[config.mk]
export PLATFORM = sky130hd
export DESIGN_NAME = if_fetch_flat
export DESIGN_NICKNAME = d
export VERILOG_FILES = /design/src/rtl/if_fetch_pkg.sv /design/src/rtl/if_fetch_if.sv /design/src/rtl/if_fetch_redirect_buf.sv /design/src/rtl/if_fetch.sv /design/src/flat_wrapper.sv
export SDC_FILE = /design/constraint.sdc
export NUM_CORES = 1
export LEC_CHECK = 0
export CAP_MARGIN = 5
export CORE_MARGIN = 2
export CORE_UTILIZATION = 35
export DETAILED_ROUTE_END_ITERATION = 7
export SYNTH_ARGS = -nofsm -noshare
export SYNTH_HDL_FRONTEND = slang
export SYNTH_SLANG_ARGS = --single-unit
[constraint.sdc]
create_clock -name clk -period 2.6 [get_ports clk]
set_clock_uncertainty 0.15 [all_clocks]
set_input_delay 0.65 -clock clk [delete_from_list [all_inputs] [get_ports clk]]
set_output_delay 0.65 -clock clk [all_outputs]
set_load 0.01 [all_outputs]
[src/rtl/if_fetch_pkg.sv]
// Shared IF-stage definitions: bus widths, stall encoding, reset PC and FSM state codes.
// Mirrors the legacy defines.vh so IF/ID agree on bus layouts.
package if_fetch_pkg;

    localparam int IF_TO_ID_WD = 33;
    localparam int BR_WD       = 33;
    localparam int STALL_WD    = 6;

    typedef logic [STALL_WD-1:0] StallBus;

    localparam logic Stop   = 1'b1;
    localparam logic NoStop = 1'b0;

    localparam logic [31:0] RESET_PC = 32'hBFBF_FFFC;

    localparam logic [1:0] IF_BOOT       = 2'd0;
    localparam logic [1:0] IF_RUN        = 2'd1;
    localparam logic [1:0] IF_HOLD       = 2'd2;
    localparam logic [1:0] IF_HOLD_REDIR = 2'd3;

    function automatic logic is_misaligned(input logic [31:0] addr);
        return addr[1:0] != 2'b00;
    endfunction

endpackage

[src/rtl/if_fetch_if.sv]
// IF-stage bundle: stall/branch inputs from ID, IF->ID bus and inst-SRAM read port.
interface if_fetch_if;
    import if_fetch_pkg::*;

    StallBus                stall;
    logic [BR_WD-1:0]       br_bus;
    logic [IF_TO_ID_WD-1:0] if_to_id_bus;
    logic                   fetch_adel;
    logic                   inst_sram_en;
    logic [3:0]             inst_sram_wen;
    logic [31:0]            inst_sram_addr;
    logic [31:0]            inst_sram_wdata;
    logic [31:0]            fetch_cnt;

    modport master (
        input  stall, br_bus,
        output if_to_id_bus, fetch_adel, inst_sram_en, inst_sram_wen,
               inst_sram_addr, inst_sram_wdata, fetch_cnt
    );

    modport slave (
        output stall, br_bus,
        input  if_to_id_bus, fetch_adel, inst_sram_en, inst_sram_wen,
               inst_sram_addr, inst_sram_wdata, fetch_cnt
    );

endinterface

[src/rtl/if_fetch_redirect_buf.sv]
// Holds a branch redirect that arrived while the PC was stalled; the latest capture wins.
module if_redirect_buf
    import if_fetch_pkg::*;
(
    input  logic        clk,
    input  logic        rst_n,
    input  logic        capture,
    input  logic        clear,
    input  logic [31:0] br_addr,
    output logic        pend_v,
    output logic [31:0] pend_addr
);

    // NOTE: sequential state uses <= so every flop samples pre-edge values regardless of statement order.
    always_ff @(posedge clk or negedge rst_n) begin
        if (!rst_n) begin
            pend_v    <= 1'b0;
            pend_addr <= 32'h0;
        end else if (capture) begin
            pend_v    <= 1'b1;
            pend_addr <= br_addr;
        end else if (clear) begin
            pend_v    <= 1'b0;
        end
    end

endmodule

[src/rtl/if_fetch.sv]
// Instruction-fetch stage: owns the PC, issues inst-SRAM reads and drives the IF->ID bus.
module if_fetch
    import if_fetch_pkg::*;
(
    input  logic       clk,
    input  logic       rst_n,
    if_fetch_if.master bus
);

    logic [1:0]  state;
    logic [31:0] pc_reg;
    logic        ce_reg;
    logic        adel_reg;
    logic [31:0] cnt_reg;
    logic        pend_v;
    logic [31:0] pend_addr;

    logic        stop;
    logic        br_e;
    logic [31:0] br_addr;
    logic [31:0] next_pc;
    logic        pc_load;
    logic        unused_stall_hi;

    assign stop            = (bus.stall[0] == Stop);
    assign unused_stall_hi = ^bus.stall[STALL_WD-1:1];
    assign br_e            = bus.br_bus[32];
    assign br_addr         = bus.br_bus[31:0];

    // A held redirect outranks a live branch; a branch during release of a held redirect is dropped.
    assign next_pc = pend_v ? pend_addr : (br_e ? br_addr : pc_reg + 32'd4);
    // BOOT loads the PC unconditionally, so the SRAM address must follow that load.
    assign pc_load = (state == IF_BOOT) || !stop;

    if_redirect_buf u_redirect_buf (
        .clk       (clk),
        .rst_n     (rst_n),
        .capture   (stop && br_e && (state != IF_BOOT)),
        .clear     (!stop && (state == IF_HOLD_REDIR)),
        .br_addr   (br_addr),
        .pend_v    (pend_v),
        .pend_addr (pend_addr)
    );

    always_ff @(posedge clk or negedge rst_n) begin
        if (!rst_n) begin
            state    <= IF_BOOT;
            pc_reg   <= RESET_PC;
            ce_reg   <= 1'b0;
            adel_reg <= 1'b0;
            cnt_reg  <= 32'h0;
        end else begin
            if (pc_load) begin
                pc_reg   <= next_pc;
                adel_reg <= is_misaligned(next_pc);
            end
            case (state)
                IF_BOOT: begin
                    ce_reg <= 1'b1;
                    state  <= IF_RUN;
                end
                IF_RUN: begin
                    if (!stop)     cnt_reg <= cnt_reg + 32'd1;
                    else if (br_e) state   <= IF_HOLD_REDIR;
                    else           state   <= IF_HOLD;
                end
                IF_HOLD: begin
                    if (!stop)     state <= IF_RUN;
                    else if (br_e) state <= IF_HOLD_REDIR;
                end
                default: begin
                    if (!stop) state <= IF_RUN;
                end
            endcase
        end
    end

    assign bus.inst_sram_addr  = pc_load ? next_pc : pc_reg;
    assign bus.inst_sram_en    = rst_n && !is_misaligned(bus.inst_sram_addr);
    assign bus.inst_sram_wen   = 4'b0000;
    assign bus.inst_sram_wdata = 32'h0;
    assign bus.if_to_id_bus    = ce_reg ? {1'b1, pc_reg} : '0;
    assign bus.fetch_adel      = adel_reg;
    assign bus.fetch_cnt       = cnt_reg;

endmodule

[src/flat_wrapper.sv]
// flat-port wrapper written by rule: the top's interface ports become plain ports
module if_fetch_flat import if_fetch_pkg::*;
  (clk, rst_n, bus_stall, bus_br_bus, bus_if_to_id_bus, bus_fetch_adel, bus_inst_sram_en, bus_inst_sram_wen, bus_inst_sram_addr, bus_inst_sram_wdata, bus_fetch_cnt);
  if_fetch_if bus_i ();
  input  logic clk;
  input  logic rst_n;
  input wire logic [$bits(bus_i.stall)-1:0] bus_stall;
  input wire logic [$bits(bus_i.br_bus)-1:0] bus_br_bus;
  output wire logic [$bits(bus_i.if_to_id_bus)-1:0] bus_if_to_id_bus;
  output wire logic [$bits(bus_i.fetch_adel)-1:0] bus_fetch_adel;
  output wire logic [$bits(bus_i.inst_sram_en)-1:0] bus_inst_sram_en;
  output wire logic [$bits(bus_i.inst_sram_wen)-1:0] bus_inst_sram_wen;
  output wire logic [$bits(bus_i.inst_sram_addr)-1:0] bus_inst_sram_addr;
  output wire logic [$bits(bus_i.inst_sram_wdata)-1:0] bus_inst_sram_wdata;
  output wire logic [$bits(bus_i.fetch_cnt)-1:0] bus_fetch_cnt;
  assign bus_i.stall = bus_stall;
  assign bus_i.br_bus = bus_br_bus;
  assign bus_if_to_id_bus = bus_i.if_to_id_bus;
  assign bus_fetch_adel = bus_i.fetch_adel;
  assign bus_inst_sram_en = bus_i.inst_sram_en;
  assign bus_inst_sram_wen = bus_i.inst_sram_wen;
  assign bus_inst_sram_addr = bus_i.inst_sram_addr;
  assign bus_inst_sram_wdata = bus_i.inst_sram_wdata;
  assign bus_fetch_cnt = bus_i.fetch_cnt;
  if_fetch u_core (.clk(clk), .rst_n(rst_n), .bus(bus_i));
endmodule
======== After elaboration in Yosys (flattened, before gate mapping) ========
Index checks and enable logic that the tools add are counted.
operators by class
  reduce and logical (&&, ||, !) cells .... 14
  bitwise logic cells ..................... 1
  add/sub/neg operators ................... 2
  multiplexer cells ....................... 12
  equal/unequal tests ..................... 6
operators with widths
  cell                                           number
  two-way mux 32 bit                             3
  two-way mux 33 bit                             1
  adder 32 x 1 -> 32 bit, second input constant  1
  adder 32 x 3 -> 32 bit, second input constant  1
  two-way mux 2 bit                              4
  nonzero test 2 bit                             4
  one-hot mux 2 bit (3 select lines)             1
  == test 2 bit, second input constant           2
  logical AND 1 bit                              4
  != test 4 x 1 -> 1 bit, second input constant  1
  two-way mux 1 bit                              3
  != test 3 bit, second input constant           1
  AND reduction 3 bit                            1
  == test 2 x 1 -> 1 bit, second input constant  1
  zero test 1 bit                                2
  zero test 2 bit                                1
  != test 2 bit, second input constant           1
  AND reduction 2 bit                            1
  logical OR 1 bit                               1
  NOT 1 bit                                      1
storage, ports and cells
  bits of input ports ..................... 41
  output and inout port bits .............. 135
  register bits ........................... 101
  word-level logic and storage cells ...... 42

======== Logic depth before layout (Yosys ltp) ========
  depth after elaboration ................. 7
  gate-level depth with buffers ........... 8
  depth with buffers taken out ............ 6

======== Hierarchy ========
Synthesis repeated with hierarchy kept, for this count alone.
unflattened totals
  cells, all modules ...................... 604
  area, all modules ....................... 5,936.9 um2
modules (own cells, without submodules)
  module           area an instance (um2)  instances  cells an instance  sequential area each (um2)
  if_fetch         4,559.4                 1          533                1,736.7
  if_redirect_buf  1,377.6                 1          71                 825.8

======== Worst setup path after synthesis ========
No wires, ideal clock.
  path kind ............................... reg2out
  start ................................... register u_core.pc_reg[8]
  end ..................................... output bus_inst_sram_addr[26]
  data required time ...................... 1,800 ps
  path buffers ............................ 2
  arrival ................................. 2,111 ps
  stages on the path, launching flop included .. 7
  path slack .............................. -311 ps
  path through ............................ dfstp_2 buf_2 nand4_4 or3_4 buf_6 o41a_1 a211oi_1
on the way
  word-level cells in the longest chain between the ends .. 4
RTL lines
  element                          RTL line            RTL
  start: declaration               if_fetch.sv:11      logic [31:0] pc_reg;
  start signal: assignment         if_fetch.sv:54      pc_reg <= next_pc;
  adder 32 x 3 -> 32 bit           if_fetch.sv:31      assign next_pc = pend_v ? pend_addr : (br_e ? br_addr : pc_reg + 32'd4);
  two-way mux 32 bit (2 in a row)  if_fetch.sv:31
  two-way mux 32 bit               if_fetch.sv:78      assign bus.inst_sram_addr = pc_load ? next_pc : pc_reg;
  end: declaration                 flat_wrapper.sv:13  output wire logic [$bits(bus_i.inst_sram_addr)-1:0] bus_inst_sram_addr;
No other way between the ends.

======== Final worst setup path ========
  start ................................... register u_core.pc_reg[14]
  end ..................................... output bus_inst_sram_addr[28]
The elaborated chain is that of the path after synthesis.

==> results.yml <==
routing:
  route.detailed.drc: 0
  drt_first_iter_violations: 434
  viasPerCell: 5.29
  vias: 6193
  ant_nets: 0
  firstDrtPassIters: 5
  wl_per_cell_um: 17.8
  wirelength_um: 20900
clock_network:
  clockBufferDepth: 2
  clkLatencyLatePin_ns: 0.35
  ctsHoldBuffers: 0
  root_buffer: "clkbuf_16"
  cts-buffers-inserted: 9
  clkTransAtPathRegs_ns: 0.07
  tritoncts: "yes"
  cts.htree.levels: 3
  clock-sinks: 101
synthesis:
  synth-simple-area-share: 0.218
  syn-instance-count: 652
  synthAdderAreaFrac: 0.0123
  synth.distinct_cells: 61
  yosys_warnings: 0
  syn_avg_cell_area_um2: 9.33
  ys_seq_area_frac: 0.421
  synth-xor-area-share: 0.0490
  synth_top_cell_by_area: "dfrtp_1"
  synthTopCellsByArea: "dfrtp_1 30%, dfstp_2 12%, mux2_2 5.4%"
  synth_seq_cells: 101
  synth_compound_area_frac: 0.148
  synth_area_um2: 6080
  yosys_most_used_dff: "dfrtp_1"
  synth-edff-count: 0
  synth_top_family_by_area: "simple AND/OR/NAND/NOR gates"
  synth.mux.area_fraction: 0.0636
  synth_top_area_share: 0.300
  async_reset_ff_frac: 1.00
outcome:
  violations: "setup timing"
  status: "finished with violations"
setup_path:
  arrival_ns: 2.43
  required_ns: 1.80
  regToRegStartpoint: "u_core.pc_reg[8]"
  crit_path_max_fanout: 6
  worst_setup_path_start_kind: "register"
  path_common_cell: "or3_4"
  slowest_delay_ns: 0.56
  regToRegEndpoint: "u_core.pc_reg[12]"
  cp-end-kind: "output port"
  crit_chain: "nand4_1 -> or3_4 -> or3_4 -> o311a_1 -> buf_2"
  rr_worst_depth: 16
  critPathKind: "reg2out"
  reg2reg_slack_ns: -0.41
  critPathSlowestCell: "dfstp_2"
global_route:
  grt_overflow: 0
  antenna_found_initial: 1
  grt_usage: 0.221
  grt_first_pass_wirelength_um: 32000
  grt_max_degree: 58
  grt_pass1_vias: 6119
die:
  die-width_um: 136
  initial_utilization: 0.355
  dieArea_um2: 18400
  dieHeight_um: 136
  core-area_um2: 17100
  io_pins: 176
  rows: 48
timing:
  rsz0062_at_grt: "true"
  fmax_mhz: 309
  worst_pin_slew_ns: 0.749
  hold_viol: 0
  finalSetupTns_ns: -12.16
  period_needed_ns: 3.23
  setup-violations-final: 30
  timing.final.ws_setup_ns: -0.634
  finalCritPeriodShare: 1.24
  finalMaxSlewViolations: 0
  hold-worst-slack_ns: 0.304
  relSlewSlack: 0.501
finish:
  areaGrowthSynthToFinish_pct: 62.4
  final_util: 0.577
  fin_area_um2: 9880
  fin_cells: 1170
  fin_nets: 986
  final_layout_size_suffix_gt1_frac: 0.411
  num-fill-cells: 1454
placed_design:
  hpwl_um: 13800
  place_ws_ns: -0.933
  place.gp.congestion: 0.879
  placed_cell_area_um2: 8370
  port-buffer-count: 134
  dp.cells: 1086
pwr:
  vdd_drop_max_mv: 0.558
  switchingPower_mw: 4.18
  p_leak_nw: 4.29
  p_comb_frac: 0.612
  p_seq_frac: 0.252
  power.density_nw_per_um2: 1120
  cell_internal_pwr_mw: 6.87
  clock_power_share: 0.136
  finalPower_mw: 11.0
  netSwitchingFraction: 0.378
flow_run:
  maxCapViolations: 0
min_path:
  hp-class: "in2async"
-- cell usage after synthesis (11+ instances only) --
cell type  count
a21oi_1       37
and2_1        38
and3_1        11
buf_4         37
clkbuf_1      30
dfrtp_1       73
dfstp_2       28
inv_1         18
mux2_2        29
nand2_1       50
nand3_1       22
nand4_1       27
nor2_1        28
nor3_1        18
o21ai_0       23
xnor2_1       32
-- per-layer routing --
layer	vias up	track usage	wire length, µm
met5	-	0	13
met4	2	0.0816	561
met3	46	0.0652	1680
met2	241	0.360	10200
met1	3050	0.277	8390
li1	2854	-	-
-- power groups by stage --
stage	sequential, mW	clock (mW)	combinational (mW)
2_1_floorplan	2.76	0	2.49
3_3_place_gp	2.73	0	5.30
3_5_place_dp	2.77	0	5.39
4_1_cts	2.76	1.54	5.99
5_1_grt	2.85	1.60	7.24
6_report	2.78	1.50	6.76
-- kinds of logic after synthesis --
kind of cell    Yosys count
other cells               1
flops                   101
mux                      35
xor+xnor                 34
fa+ha+maj                 6
compound gates          134
buf+inv                  99
simple gates            242
-- critical path, delay by kind of cell, from the launching register on --
family          cells  cell delay (ns)
flops               1             0.56
buf+inv             1             0.15
simple gates        3             1.07
compound gates      1             0.30
-- cell usage in the layout (no fill, tap or decap), types with 6 or more instances in the layout --
cell type        count
and4_1               7
nand4_1             27
o22ai_1              7
a21oi_2              9
dfstp_2             28
o21ai_2              6
nor2_1              28
buf_12               6
and2_1              37
buf_6               39
nand2_1             47
inv_1               15
clkdlybuf4s50_1     92
nand3_1             16
buf_4              149
mux2_2              27
xnor2_1             29
conb_1              36
o21ai_0             12
and3_1              11
buf_2               26
nor2b_1              7
nand2b_1             7
a21oi_1             27
dfrtp_1             72
nor3_4               8
clkbuf_16            9
-- how the worst max path moves through the flow --
stage	cells after the start	startpoint	to	slack, ns
after global placement	7	bus_stall[0]	bus_inst_sram_addr[18]	-0.90
after detailed placement	7	bus_stall[0]	bus_inst_sram_addr[30]	-0.93
after floorplan	6	u_core.pc_reg[8]	bus_inst_sram_addr[26]	-0.07
final	5	u_core.pc_reg[14]	bus_inst_sram_addr[28]	-0.63
after CTS	5	u_core.pc_reg[14]	bus_inst_sram_addr[28]	-0.66
after global routing	6	u_core.pc_reg[6]	bus_inst_sram_addr[15]	-0.69
-- what timing repair did --
action,in CTS,in global routing
pin swaps,41,43
setup endpoints to repair,33,38
resized for setup,233,78
gates cloned,1,0
buffers inserted,43,26
-- final cells by class --
type	count	area [µm²]	share of cell area
Antenna cell	1	2.50	0.000253
Clock buffer	11	243	0.0246
Clock inverter	5	85.1	0.00861
Inverter	18	67.6	0.00684
Multi-Input combinational cell	488	3800	0.384
Sequential cell	101	2560	0.260
Tap cell	225	282	0.0285
Timing Repair Buffer	321	2840	0.287
Power figures use the tool's default switching activity.
